[src/rtl/tdm_demux.sv]
// tdm_demux: double-buffered TDM byte-stream demultiplexer into NCH channel registers.
// Optional inter-beat gap timeout enabled by defining TDM_DEMUX_TIMEOUT_EN.
module tdm_demux #(
    parameter int NCH     = 4,
    parameter int W       = 8,
    parameter int TIMEOUT = 16
) (
    input  logic                    clk,
    input  logic                    rst_n,
    input  logic                    in_valid,
    input  logic                    in_sof,
    input  logic [W-1:0]            in_data,
    output logic [NCH*W-1:0]        out_data,
    output logic                    out_valid,
    output logic                    frame_err,
    output logic [7:0]              err_cnt,
    output logic [$clog2(NCH)-1:0]  ch_idx
);
    localparam int CW = $clog2(NCH);
    typedef enum logic {IDLE, COLLECT} state_t;
    state_t                  state_q, state_d;
    logic [CW-1:0]           ch_idx_q, ch_idx_d;
    logic [NCH-1:0][W-1:0]   shadow_q, shadow_d;
    logic [NCH*W-1:0]        out_data_q, out_data_d;
    logic                    out_valid_q, out_valid_d;
    logic                    frame_err_q, frame_err_d;
    logic [7:0]              err_cnt_q, err_cnt_d;
`ifdef TDM_DEMUX_TIMEOUT_EN
    localparam int GW = $clog2(TIMEOUT + 1);
    logic [GW-1:0]           gap_q, gap_d;
`endif

    always_comb begin
        state_d     = state_q;
        ch_idx_d    = ch_idx_q;
        shadow_d    = shadow_q;
        out_data_d  = out_data_q;
        out_valid_d = 1'b0;
        frame_err_d = 1'b0;
`ifdef TDM_DEMUX_TIMEOUT_EN
        gap_d       = '0;
`endif
        if (in_valid && in_sof) begin
            // An sof always restarts the frame; inside COLLECT it also flags the loss
            shadow_d[0] = in_data;
            ch_idx_d    = CW'(1);
            state_d     = COLLECT;
            frame_err_d = (state_q == COLLECT);
        end else if (in_valid && state_q == COLLECT) begin
            shadow_d[ch_idx_q] = in_data;
            if (ch_idx_q == CW'(NCH - 1)) begin
                out_data_d  = shadow_d;
                out_valid_d = 1'b1;
                ch_idx_d    = '0;
                state_d     = IDLE;
            end else begin
                ch_idx_d = ch_idx_q + CW'(1);
            end
        end
`ifdef TDM_DEMUX_TIMEOUT_EN
        else if (!in_valid && state_q == COLLECT) begin
            gap_d = gap_q + GW'(1);
            if (gap_d == GW'(TIMEOUT)) begin
                frame_err_d = 1'b1;
                ch_idx_d    = '0;
                state_d     = IDLE;
                gap_d       = '0;
            end
        end
`endif
        err_cnt_d = err_cnt_q + 8'((frame_err_d && err_cnt_q != 8'hFF) ? 1 : 0);
    end

    always_ff @(posedge clk) begin
        if (!rst_n) begin
            state_q     <= IDLE;
            ch_idx_q    <= '0;
            shadow_q    <= '0;
            out_data_q  <= '0;
            out_valid_q <= 1'b0;
            frame_err_q <= 1'b0;
            err_cnt_q   <= '0;
`ifdef TDM_DEMUX_TIMEOUT_EN
            gap_q       <= '0;
`endif
        end else begin
            state_q     <= state_d;
            ch_idx_q    <= ch_idx_d;
            shadow_q    <= shadow_d;
            out_data_q  <= out_data_d;
            out_valid_q <= out_valid_d;
            frame_err_q <= frame_err_d;
            err_cnt_q   <= err_cnt_d;
`ifdef TDM_DEMUX_TIMEOUT_EN
            gap_q       <= gap_d;
`endif
        end
    end

    assign out_data  = out_data_q;
    assign out_valid = out_valid_q;
    assign frame_err = frame_err_q;
    assign err_cnt   = err_cnt_q;
    assign ch_idx    = ch_idx_q;
endmodule

[config.mk]
export PLATFORM = sky130hd
export DESIGN_NAME = tdm_demux
export DESIGN_NICKNAME = d
export VERILOG_FILES = /design/src/rtl/tdm_demux.sv
export SDC_FILE = /design/constraint.sdc
export NUM_CORES = 1
export LEC_CHECK = 0
export ABC_AREA = 1
export CAP_MARGIN = 25
export CORE_UTILIZATION = 25
export CTS_CLUSTER_DIAMETER = 150
export CTS_CLUSTER_SIZE = 30
export DETAILED_ROUTE_END_ITERATION = 8
export PLACE_DENSITY = 0.55
export SYNTH_ARGS = -nofsm -noshare
export SYNTH_HDL_FRONTEND = slang
export SYNTH_SLANG_ARGS = --single-unit
[constraint.sdc]
create_clock -name clk -period 2.55 [get_ports clk]
set_input_delay 0.765 -clock clk [delete_from_list [all_inputs] [get_ports clk]]
set_output_delay 0.765 -clock clk [all_outputs]
set_load 0.005 [all_outputs]
==> run metrics <==
status finished, violations left; violated checks design-rule violations; GRT Residual Overflow 0; launch point of the worst reg-to-reg path ch_idx[0]; share of the yosys chip area belonging to registers 46.1%; Crit Path Class input pin to register; number of flops mapped to enable cells by yosys 0; Yosys cell types 21; internal cell power 1.97 mW; final worst path period share 83.8%; global router's overall resource usage 14.2%; Worst R2R Setup Slack 850 ps; WHS Endpoint shadow_q[18]; top cell type's share of synthesized area 46.1%; total power per unit cell area 636 mW/mm²; Post-Syn Area per Cell 6.91 µm²; TritonCTS clock tree yes; Arr. time, crit path 2360 ps; H-tree Lvls 3; number of antenna violations at the first check in global routing 0; max-cap viol count 0; Yosys warnings 0; Synth Instances 434; Critical Path, Cell by Cell clkdlybuf4s50_1, nand2_1, clkinv_1, nand2_1, a21oi_1, ha_1, ha_1, nand3_1, o21ai_0, a21oi_1; family of cells with the greatest summed delay on the critical path buffers and inverters; Peak supply drop 338 µV; number of placement rows 39; leading cell type by number of instances after synthesis nand2_1; pin count of the biggest net entering global routing 32; antenna-violating nets left 0; Hold Path Stages 2; final core utilization 34.7%; clock-pin slew reported for the worst setup and hold paths after clock tree synthesis 60 ps; sort of element at the end of the critical path register; Pins Over Slew Limit 0; normalized max-slew margin 67.5%; library cell contributing the largest single delay on the critical path clkdlybuf4s50_1; top cell types by occurrence after synthesis nand2_1 (154), dfxtp_1 (69), nand3_1 (45); aggregate routed wire length 8.26 mm; Bufs and invs on worst path 2; Switching Power 0.585 mW; async set-or-reset flop fraction in the synthesized netlist 0%; number of buffers inserted by hold repair at cts 0; layout overhead on the synthesized area 33.8%; die height 112 µm; TritonCTS Buffers 9; sum of negative setup slack 0 ps; buffer levels on the longest clock path 2; overall power consumption 2.55 mW; achievable frequency 468 MHz; final-report setup violation count 0; startpoint type of the worst setup path input pin; portion of total power attributed to combinational logic 7.1%; worst min-delay path startpoint shadow_q[18]; effective utilization at floorplan 25.9%; minimum period implied by the final worst setup slack 2140 ps; Boundary Pins 56; fraction of layout instances using a drive strength above 1 6.25%; core box area 0.0116 mm²; end of the worst register-to-register path shadow_q[2]; Worst-Skew Late Latency 330 ps; detailed-placement wirelength estimate 5.66 mm; Total Die Area 0.0124 mm²; data required time of the worst path 2770 ps; worst setup slack after layout 412 ps; number of standard cells in the final layout excluding fillers 639; maximum fanout along the worst path 4; slew at the pin closest to its max-slew limit 487 ps; sinks on the clock net 69; largest area contributor in the synthesized netlist dfxtp_1; count of antenna diodes in the layout 0; maximum single-stage delay on the critical path 490 ps; drt first-iter violations 118; buffer type at the clock tree root clkbuf_16; Worst Hold Margin 463 ps; total non-filler cell area in the finished layout 0.00401 mm²; global placer's final weighted congestion 0.743; total DRC errors in the routed layout 7; Pleak 1.67 nW; Horiz. Die Dim 112 µm; post-CTS resize count 0; count of cells along the worst register-to-register path 8; setup repair bufs after CTS 0; Post-Synthesis Cell Area 0.00300 mm²; number of global-route vias before repair 2,784; Post-synth top flop dfxtp_1; number of hold violations in the final report 0; number of register bits inferred by synthesis 69; Port Buffers 55; share of total power in the clock network 49.8%; routed vias/inst 4.45; setup repair after global routing missed its margin no; placed standard-cell area 0.00371 mm²; average wire per cell in the routed design 12.9 µm; placed insts 623; wire length of the first global-routing pass 13.8 mm; worst-case setup slack after placement 66.4 ps; Post-Route Skew 5.31 ps; leading post-synthesis cells by cell area dfxtp_1 (46%), nand2_1 (19%), nand3_1 (7.5%); Sequential Power Share 43.2%; Switching Share 22.9%; Syn Nets 452; length of the first detailed-routing pass in iterations 9; Total Nets Final 509; Hold WC Path Type register to register; number of vias in the routed layout 2,845
power groups by stage:
stage | Combinational (mW) | Sequential (mW) | Clock [mW]
final | 0.180 | 1.10 | 1.27
after global routing | 0.204 | 1.10 | 1.33
after CTS | 0.181 | 1.10 | 1.30
after detailed placement | 0.180 | 1.12 | 0
after global placement | 0.175 | 1.12 | 0
after floorplan | 0.106 | 1.12 | 0
worst max path at each step:
stage,startpoint,end,slack [ps],cells after the start
2_1_floorplan,in_valid,err_cnt[4],620,9
3_3_place_gp,in_valid,err_cnt[4],100,10
5_1_grt,in_sof,err_cnt[4],290,10
6_report,in_sof,err_cnt[4],410,10
3_5_place_dp,in_sof,err_cnt[4],70,10
4_1_cts,in_sof,err_cnt[4],420,10
placed cells by master (no fill, tap or decap), drive strengths merged:
cell type,netlist,routed
ha,6,6
clkdlybuf4s50,0,55
xnor2,1,1
clkinv,3,5
a21oi,21,21
o21ai,27,27
nand2,155,155
inv,41,41
nor2,42,42
a211oi,1,1
bufinv,0,1
buf,20,13
dfxtp,69,69
clkbuf,2,13
nand3,46,46
cell type report:
class,instances,area [µm²]
flip-flops and latches,69,1380
fillers,1219,7550
clock buffers,13,260
well taps,143,179
repair buffers,68,648
multi-input cells,299,1330
clock inverters,3,43.8
inverters,44,166
registers in the layout, indices dropped and copies added (netlist names):
signal     count
frame_err      1
shadow_q      24
out_valid      1
out_data      32
err_cnt        8
ch_idx         2
state_q        1
kinds of logic (layout without fill, tap and decap cells):
| logic type | after synthesis | after routing | share of synthesized area, % |
|---|---|---|---|
| buffers and inverters | 66 | 128 | 9.47 |
| and+or+nand+nor | 243 | 243 | 33.4 |
| xor gates and xnor gates | 1 | 1 | 0.292 |
| adders and majority gates | 6 | 6 | 2.50 |
| AOI/OAI and AO/OA | 49 | 49 | 8.26 |
| DFF | 69 | 69 | 46.1 |
worst reg2reg max path, cell delays in order (launching register included):
cell and delay (ps):
dfxtp_1 450, inv_1 100, ha_1 340, inv_1 300, nand2_1 100, nand2_1 90, nor2_1 40, nor2_1 110
nor2_1 40
per-layer routing:
layer / GRT usage [%] / wire, µm / vias up
met5: 0 / 0 / -
met4: 5.68 / 138 / 0
met3: 3.70 / 463 / 13
met2: 23.3 / 3790 / 80
met1: 17.7 / 3870 / 1287
li1: - / - / 1465
Power figures use the tool's default switching activity.
